<file path="src/rtl/mips16_ctrl_pkg.sv">
// Shared constants for the 16-bit MIPS multicycle controller: opcodes,
// ALU operation codes, PC source selects and the controller state encoding.
package mips16_ctrl_pkg;

  localparam logic [3:0] OP_ADD  = 4'h0;
  localparam logic [3:0] OP_SUB  = 4'h1;
  localparam logic [3:0] OP_AND  = 4'h2;
  localparam logic [3:0] OP_OR   = 4'h3;
  localparam logic [3:0] OP_SLT  = 4'h4;
  localparam logic [3:0] OP_ADDI = 4'h5;
  localparam logic [3:0] OP_LW   = 4'h6;
  localparam logic [3:0] OP_SW   = 4'h7;
  localparam logic [3:0] OP_BEQ  = 4'h8;
  localparam logic [3:0] OP_JMP  = 4'h9;
  localparam logic [3:0] OP_HALT = 4'hF;

  localparam logic [2:0] ALU_ADD = 3'd0;
  localparam logic [2:0] ALU_SUB = 3'd1;
  localparam logic [2:0] ALU_AND = 3'd2;
  localparam logic [2:0] ALU_OR  = 3'd3;
  localparam logic [2:0] ALU_SLT = 3'd4;

  localparam logic [1:0] PC_SRC_INC = 2'd0;
  localparam logic [1:0] PC_SRC_BR  = 2'd1;
  localparam logic [1:0] PC_SRC_JMP = 2'd2;

  typedef enum logic [2:0] {
    ST_RST_IDLE = 3'd0,
    ST_FETCH    = 3'd1,
    ST_DECODE   = 3'd2,
    ST_EXEC     = 3'd3,
    ST_MEM      = 3'd4,
    ST_WB       = 3'd5,
    ST_HALT     = 3'd6
  } state_e;

endpackage

</file>
<file path="src/rtl/mips16_op_decode.sv">
// Combinational opcode classifier: one-hot instruction class plus the ALU
// operation the EXEC state should request for that opcode.
module mips16_op_decode
  import mips16_ctrl_pkg::*;
(
  input  logic [3:0] opcode_i,
  output logic       rtype_o,
  output logic       imm_o,
  output logic       load_o,
  output logic       store_o,
  output logic       branch_o,
  output logic       jump_o,
  output logic       halt_o,
  output logic       illegal_o,
  output logic [2:0] alu_op_o
);

  always_comb begin
    rtype_o   = 1'b0;
    imm_o     = 1'b0;
    load_o    = 1'b0;
    store_o   = 1'b0;
    branch_o  = 1'b0;
    jump_o    = 1'b0;
    halt_o    = 1'b0;
    illegal_o = 1'b0;
    alu_op_o  = ALU_ADD;
    case (opcode_i)
      OP_ADD:  begin rtype_o = 1'b1; alu_op_o = ALU_ADD; end
      OP_SUB:  begin rtype_o = 1'b1; alu_op_o = ALU_SUB; end
      OP_AND:  begin rtype_o = 1'b1; alu_op_o = ALU_AND; end
      OP_OR:   begin rtype_o = 1'b1; alu_op_o = ALU_OR;  end
      OP_SLT:  begin rtype_o = 1'b1; alu_op_o = ALU_SLT; end
      OP_ADDI: imm_o   = 1'b1;
      OP_LW:   load_o  = 1'b1;
      OP_SW:   store_o = 1'b1;
      // The equality test for BEQ is a subtract feeding the zero flag.
      OP_BEQ:  begin branch_o = 1'b1; alu_op_o = ALU_SUB; end
      OP_JMP:  jump_o  = 1'b1;
      OP_HALT: halt_o  = 1'b1;
      default: illegal_o = 1'b1;
    endcase
  end

endmodule

</file>
<file path="src/rtl/mips16_multicycle_ctrl.sv">
// Multicycle control FSM for the 16-bit MIPS datapath: sequences
// fetch/decode/execute/memory/writeback over one shared memory port.
module mips16_multicycle_ctrl
  import mips16_ctrl_pkg::*;
(
  input  logic        Clk,
  input  logic        Reset_n,
  input  logic [15:0] Instr,
  input  logic        Zero,
  input  logic        Mem_Ready,
  output logic        Mem_Req,
  output logic        Mem_Write,
  output logic        IorD,
  output logic        IR_Write,
  output logic        PC_Write,
  output logic        Reg_Write,
  output logic [1:0]  PC_Src,
  output logic        ALU_Src,
  output logic [2:0]  ALU_Op,
  output logic        Mem_To_Reg,
  output logic        Reg_Dst,
  output logic [3:0]  Opcode,
  output logic        Halted,
  output logic        Illegal_Op,
  output logic [15:0] Retired,
  output logic [2:0]  Dbg_State
);

  // Memory handshake: Mem_Req (with IorD/Mem_Write) is raised from the
  // registered state and held unchanged until the cycle in which Mem_Ready
  // is also high; that cycle is the transfer. Mem_Ready is ignored whenever
  // Mem_Req is low.

  state_e      state_q, state_d;
  logic [3:0]  op_q, op_d;
  logic [15:0] retired_q, retired_d;
  logic        retire;

  logic is_rtype, is_imm, is_load, is_store, is_branch, is_jump, is_halt, is_illegal;
  logic [2:0] dec_alu_op;

  // Only the opcode field steers control; operand fields go straight to the datapath.
  logic unused_instr_fields;
  assign unused_instr_fields = ^Instr[11:0];

  mips16_op_decode u_decode (
    .opcode_i  (op_q),
    .rtype_o   (is_rtype),
    .imm_o     (is_imm),
    .load_o    (is_load),
    .store_o   (is_store),
    .branch_o  (is_branch),
    .jump_o    (is_jump),
    .halt_o    (is_halt),
    .illegal_o (is_illegal),
    .alu_op_o  (dec_alu_op)
  );

  always_ff @(posedge Clk or negedge Reset_n) begin
    if (!Reset_n) begin
      state_q   <= ST_RST_IDLE;
      op_q      <= 4'h0;
      retired_q <= 16'h0000;
    end else begin
      state_q   <= state_d;
      op_q      <= op_d;
      retired_q <= retired_d;
    end
  end

  always_comb begin
    state_d = state_q;
    retire  = 1'b0;
    case (state_q)
      ST_RST_IDLE: state_d = ST_FETCH;
      ST_FETCH:    if (Mem_Ready) state_d = ST_DECODE;
      ST_DECODE: begin
        if (is_halt) begin
          state_d = ST_HALT;
        end else if (is_illegal) begin
          state_d = ST_FETCH;
          retire  = 1'b1;
        end else begin
          state_d = ST_EXEC;
        end
      end
      ST_EXEC: begin
        if (is_rtype || is_imm) begin
          state_d = ST_WB;
        end else if (is_load || is_store) begin
          state_d = ST_MEM;
        end else begin
          state_d = ST_FETCH;
          retire  = 1'b1;
        end
      end
      ST_MEM: begin
        if (Mem_Ready) begin
          state_d = is_store ? ST_FETCH : ST_WB;
          retire  = is_store;
        end
      end
      ST_WB: begin
        state_d = ST_FETCH;
        retire  = 1'b1;
      end
      ST_HALT: state_d = ST_HALT;
      default: state_d = ST_RST_IDLE;
    endcase
  end

  assign op_d      = (state_q == ST_FETCH && Mem_Ready) ? Instr[15:12] : op_q;
  assign retired_d = retire ? retired_q + 16'd1 : retired_q;

  always_comb begin
    Mem_Req    = 1'b0;
    Mem_Write  = 1'b0;
    IorD       = 1'b0;
    IR_Write   = 1'b0;
    PC_Write   = 1'b0;
    Reg_Write  = 1'b0;
    PC_Src     = PC_SRC_INC;
    ALU_Src    = 1'b0;
    ALU_Op     = ALU_ADD;
    Mem_To_Reg = 1'b0;
    Reg_Dst    = 1'b0;
    Halted     = 1'b0;
    Illegal_Op = 1'b0;
    case (state_q)
      ST_FETCH: begin
        Mem_Req = 1'b1;
        if (Mem_Ready) begin
          IR_Write = 1'b1;
          PC_Write = 1'b1;
        end
      end
      ST_DECODE: Illegal_Op = is_illegal;
      ST_EXEC: begin
        ALU_Op  = dec_alu_op;
        ALU_Src = is_imm | is_load | is_store;
        if (is_branch) begin
          PC_Write = Zero;
          PC_Src   = PC_SRC_BR;
        end else if (is_jump) begin
          PC_Write = 1'b1;
          PC_Src   = PC_SRC_JMP;
        end
      end
      ST_MEM: begin
        Mem_Req   = 1'b1;
        IorD      = 1'b1;
        Mem_Write = is_store;
      end
      ST_WB: begin
        Reg_Write  = 1'b1;
        Reg_Dst    = is_rtype;
        Mem_To_Reg = is_load;
      end
      ST_HALT: Halted = 1'b1;
      default: ;
    endcase
  end

  assign Opcode    = op_q;
  assign Retired   = retired_q;
  assign Dbg_State = state_q;

endmodule

</file>
<file path="config.mk">
export PLATFORM = sky130hd
export DESIGN_NAME = mips16_multicycle_ctrl
export DESIGN_NICKNAME = d
export VERILOG_FILES = /design/src/rtl/mips16_ctrl_pkg.sv /design/src/rtl/mips16_op_decode.sv /design/src/rtl/mips16_multicycle_ctrl.sv
export SDC_FILE = /design/constraint.sdc
export NUM_CORES = 1
export LEC_CHECK = 0
export CORE_ASPECT_RATIO = 0.9
export CORE_UTILIZATION = 30
export DETAILED_ROUTE_END_ITERATION = 16
export DONT_BUFFER_PORTS = 1
export GPL_TIMING_DRIVEN = 0
export PLACE_DENSITY_LB_ADDON = 0.3
export SETUP_SLACK_MARGIN = 0.02
export SLEW_MARGIN = 30
export SYNTH_ARGS = -nofsm -noshare
export SYNTH_HDL_FRONTEND = slang
export SYNTH_SLANG_ARGS = --single-unit
</file>
<file path="constraint.sdc">
create_clock -name Clk -period 2.2 [get_ports Clk]
set_input_delay 0.22 -clock Clk [delete_from_list [all_inputs] [get_ports Clk]]
set_output_delay 0.22 -clock Clk [all_outputs]
set_load 0.02 [all_outputs]
</file>
-- Word level (Yosys, flattened, before mapping)
Index checks and enable logic that the tools add are counted.
- multiplexer cells: 40
- reductions and logical operators: 11
- equality and inequality tests: 18
- bitwise operators: 2
- $add $sub $neg: 1
- operator list (kind ; count):
    $mux 1 ; 25
    $mux 3 ; 7
    $pmux 3 s6 ; 1
    $add 16x1->16 const B ; 1
    $eq 4x3->1 const B ; 4
    $eq 4x4->1 const B ; 3
    $pmux 3 s4 ; 1
    $reduce_or 11->1 ; 1
    $eq 3x3->1 const B ; 3
    $eq 4x2->1 const B ; 2
    $mux 2 ; 4
    $eq 3x2->1 const B ; 2
    $reduce_or 2->1 ; 3
    $reduce_or 5->1 ; 1
    $eq 4x1->1 const B ; 1
    $logic_not 4->1 ; 1
    $ne 2x2->1 const B ; 2
    $pmux 1 s4 ; 1
    $eq 3x1->1 const B ; 1
    $logic_not 3->1 ; 1
    $logic_or 1x1->1 ; 2
    $or 1x1->1 ; 2
    $pmux 1 s2 ; 1
    $reduce_and 2->1 ; 1
    $logic_and 1x1->1 ; 1
- input bits: 20
- logic and storage cells: 75
- register bits after elaboration: 23

-- Logic depth before layout (Yosys ltp)
- word-level depth: 6
- mapped depth: 6

-- Cells and area by module
A second synthesis with hierarchy kept.
- cell total of the unflattened synthesis: 138
- area total of the unflattened synthesis: 1420.1 um2
- by module, submodules not included (module ; cells each ; times used ; sequential area each (um2) ; area each (um2)):
    mips16_multicycle_ctrl ; 117 ; 1 ; 575.6 ; 1268.7
    mips16_op_decode ; 21 ; 1 ; 0.0 ; 151.4

-- Least setup slack after synthesis
No wires, ideal clock.
- path type: reg-to-output
- start point: register state_q[1] (netlist: Dbg_State[1])
- end point: output port PC_Write
- arrival: 1.792 ns
- stages on the path, launching flop included: 4
- required time: 1.980 ns
- path slack: 0.188 ns
- cells stage by stage: dfrtp_1 buf_2 nor4b_2 o21bai_1
- cells in the longest elaborated chain, start to end: 2
- elaborated cells on any way between the ends: 3
- classes of those cells: eq/ne: 2; mux: 1
- RTL lines (element ; RTL line ; source):
    start, declared ; mips16_multicycle_ctrl.sv:34 ; state_e state_q, state_d;
    start signal, assigned ; mips16_multicycle_ctrl.sv:65 ; state_q <= state_d;
    $eq 3x2->1 or $eq 3x1->1 (tied branches) ; mips16_multicycle_ctrl.sv:129 ; case (state_q)
    $pmux 1 s2 (*) ; mips16_multicycle_ctrl.sv:129 ;
    end, declared ; mips16_multicycle_ctrl.sv:15 ; output logic PC_Write,
Every way passes the cells marked *; elsewhere a longest branch is shown, timed or not.

-- Final worst setup path
- start point: register state_q[2] (netlist: Dbg_State[2])
- end point: output port PC_Write
The elaborated chain is that of the path after synthesis.

==> impl_metrics.csv <==
group,metric,value,unit
run_status,status,"complete, no violations",
die,i_o_pin_cnt,59,
detailed_routing,number_of_optimization_iterations_in_the_first_detailed_route_pass,4,
global_routing,gr-total-overflow,0,
timing,rsz0062_at_grt,"true",
clocking,cts_buffers,3,
pwr,seq_power_share,0.383,
timing,final_critical_path_required_period,2.146,ns
synth,synth_largest_area_cell,"sky130_fd_sc_hd__dfrtp_1",
synth,synthDistinctLibCells,37,
final_layout,synthesis_to_finish_area_growth,15.71,%
synth,netlist_area,0.001378,mm²
setup_path,path_cells,"buf_6, nor4b_4, o21bai_4",
setup_path,worstSetupStartpointType,"register",
pwr,internal_power,1090,µW
clocking,clock_sinks,23,
run,max_cap_viol_count,0,
detailed_routing,drt-initial-drc-count,11,
detailed_routing,route.antenna.remaining_nets,0,
timing,finalSetupViolCount,0,
final_layout,numnets_final,166,
detailed_routing,num_vias,1060,
clocking,cts_tree,"built",
die,die-height,66.29,µm
global_routing,gr-usage-all-layers,0.1349,
synth,yosysSeqAreaShare,0.4178,
timing,slew-limit-headroom,0.4802,
synth,portion_of_synthesized_cell_area_occupied_by_the_leading_cell_type,0.4178,
setup_path,critical_path_peak_fanout,10,
pwr,static-leakage-power,0.0006202,µW
synth,ys_warn_count,0,
place,place_congestion,0.7342,
die,start_util,0.3108,
setup_path,worstPathBufferInverterCount,1,
global_routing,grt_pass1_vias,1058,
place,placement.io_buffers,0,
setup_path,worst_ep_required_time,1.98,ns
die,placement_rows,23,
global_routing,grt_first_pass_wirelength,4988,µm
final_layout,drive_gt1_frac,0.2292,
clocking,cts.root.buffer_cell,"sky130_fd_sc_hd__clkbuf_8",
setup_path,crit_path_max_cell_delay,0.70,ns
timing,timing.final.max_slew_violations,0,
place,place_hpwl,2354,µm
place,place_worst_setup_slack,0.1610,ns
pwr,switchingPower,1022,µW
timing,finalClockSkew,0.007134,ns
timing,achievable-frequency,466.0,MHz
pwr,ir_drop,0.0003199,V
pwr,power.density,1325,mW/mm²
detailed_routing,post_drt_via_cell_ratio,5.146,
synth,mappedNetlistNets,157,
clocking,cts_buffer_depth,2,
die,design.die.area,0.004867,mm²
clocking,ctsHtreeMaxLevel,1,
clocking,clk_transition_reported_paths,0.08,ns
detailed_routing,drc_violation_count_after_routing,0,
detailed_routing,detail_route.wl_per_cell,15.36,µm
min_path,hold_class,"in2reg",
synth,syn_area_per_cell,10.13,µm²
die,design.core.area,0.004432,mm²
die,die_w,73.43,µm
timing,setup_ws,0.05403,ns
timing,min_period_over_period,0.9754,
synth,netlist_top_cells_area,"sky130_fd_sc_hd__dfrtp_1, sky130_fd_sc_hd__xnor2_1, sky130_fd_sc_hd__o2111ai_1",
setup_path,worst-setup-path-type,"reg2out",
clocking,insertion_delay,0.27,ns
global_routing,pin_count_of_the_biggest_net_entering_global_routing,24,
pwr,power_frac_comb,0.493,
setup_path,arrival,1.93,ns
final_layout,insertedDiodeCount,0,
final_layout,utilization,0.3597,
pwr,power.share.clock,0.124,
setup_path,critical-path-slowest-cell,"sky130_fd_sc_hd__nor4b_4",
timing,timing_hold_violations_final,0,
pwr,total_power,2112,µW
synth,synth_cells,136,
detailed_routing,totalWireLength,3164,µm
timing,hold-worst-slack,0.07873,ns
pwr,switching_share,0.4837,
synth,synth.ff_latch_count,23,
timing,worstMarginPinSlew,0.7765,ns
setup_path,crit_family,"simple AND/OR/NAND/NOR gates",
setup_path,worstSetupEndpointType,"primary output",
timing,finalSetupTns,0,ns
global_routing,number_of_antenna_violations_at_the_first_check_in_global_routing,0,
metrics by stage:
step                      cells  instance area, µm²
final                       206                1594
after global routing        206                1594
after CTS                   203                1559
after detailed placement    198                1464
after global placement      198                1455
after floorplan             136                1378
synth_stat cells:
cell and instances:
sky130_fd_sc_hd__dfrtp_1 23, sky130_fd_sc_hd__nor2_1 16, sky130_fd_sc_hd__xnor2_1 16, sky130_fd_sc_hd__nor3_1 9
sky130_fd_sc_hd__o2111ai_1 7, sky130_fd_sc_hd__nand2_1 6, sky130_fd_sc_hd__o21ai_0 6, sky130_fd_sc_hd__inv_1 5
sky130_fd_sc_hd__buf_6 4, sky130_fd_sc_hd__mux2_2 4, sky130_fd_sc_hd__and3_1 3, sky130_fd_sc_hd__buf_2 3
sky130_fd_sc_hd__nand2b_1 3, sky130_fd_sc_hd__nand3b_1 3, sky130_fd_sc_hd__and2_1 2, sky130_fd_sc_hd__clkbuf_2 2
sky130_fd_sc_hd__nand3_1 2, sky130_fd_sc_hd__nand4b_1 2, sky130_fd_sc_hd__o21bai_1 2, sky130_fd_sc_hd__a221oi_1 1
sky130_fd_sc_hd__a22o_1 1, sky130_fd_sc_hd__a31oi_1 1, sky130_fd_sc_hd__a32oi_1 1, sky130_fd_sc_hd__and3_4 1
sky130_fd_sc_hd__and4_1 1, sky130_fd_sc_hd__clkbuf_1 1, sky130_fd_sc_hd__ha_1 1, sky130_fd_sc_hd__mux2i_1 1
sky130_fd_sc_hd__nor2b_1 1, sky130_fd_sc_hd__nor4_1 1, sky130_fd_sc_hd__nor4_4 1, sky130_fd_sc_hd__nor4b_1 1
sky130_fd_sc_hd__nor4b_2 1, sky130_fd_sc_hd__o2111ai_2 1, sky130_fd_sc_hd__o211ai_1 1, sky130_fd_sc_hd__o311ai_4 1
sky130_fd_sc_hd__o32ai_1 1
cells by family after synthesis:
group                      Yosys count  share of synthesized area
and+or+nand+nor                     53                     0.2216
AOI/OAI and AO/OA                   23                     0.1426
DFF                                 23                     0.4178
xor gates and xnor gates            16                     0.1017
buffers and inverters               15                    0.06721
muxes                                5                    0.03996
adders and majority gates            1                   0.009081
final timing paths:
kind,slack (ns),startpoint,cells past startpoint,endpoint
min in group asynchronous,0.45,Reset_n,2,Retired[15]
min,0.08,Instr[12],2,Opcode[0]
max reg2reg,0.16,Opcode[0],6,Retired[13]
max,0.05,Dbg_State[2],3,PC_Write
min reg2reg,0.62,Retired[15],1,Retired[15]
max in group asynchronous,1.37,Reset_n,2,Dbg_State[0]
layer usage:
layer	track usage	wire (µm)	part of all wire
met5	0	0	0
met4	0.05769	40	0.013
met3	0.03506	253	0.080
met2	0.2500	1532	0.48
met1	0.1434	1338	0.42
flip-flops by register name, indices dropped and copies added, names as in the netlist:
name and count:
Dbg_State 3, Opcode 4, Retired 16
what timing repair did:
item	4_1_cts	5_1_grt
endpoints found under the hold margin	23	23
gates resized for setup	11	4
pin swaps	1	1
setup endpoints to repair	4	4
cloned	0	0
hold buffers	1	1
setup buffers	0	2
cell usage in the layout, fill, tap and decap left out, types with 3 or more instances in the layout:
cell	n
sky130_fd_sc_hd__o21ai_0	6
sky130_fd_sc_hd__dfrtp_1	20
sky130_fd_sc_hd__nand2b_1	3
sky130_fd_sc_hd__dfrtp_2	3
sky130_fd_sc_hd__buf_6	6
sky130_fd_sc_hd__nor2_1	15
sky130_fd_sc_hd__nand3b_1	3
sky130_fd_sc_hd__and3_1	3
sky130_fd_sc_hd__inv_1	5
sky130_fd_sc_hd__o2111ai_1	7
sky130_fd_sc_hd__nand2_1	6
sky130_fd_sc_hd__xnor2_1	16
sky130_fd_sc_hd__mux2_2	4
sky130_fd_sc_hd__nor3_1	7
sky130_fd_sc_hd__clkbuf_8	3
layout make-up:
cell class                 instances  area (µm²)
buffer                            10       88.84
inverter                           5       18.77
tap                               62       77.57
clock buffer                       4       45.04
sequential                        23       579.3
fill                             474        2838
timing repair buffer               4       30.03
multi-input combinational         98       754.5
power groups by stage:
stage | logic, µW | registers [µW] | clock network, µW
floorplan | 782 | 772 | 0
global placement | 895 | 807 | 0
detailed placement | 942 | 811 | 0
CTS | 1000 | 811 | 277
global route | 1130 | 825 | 301
finish | 1040 | 809 | 262
No activity file was read; power rests on OpenSTA's default activity.
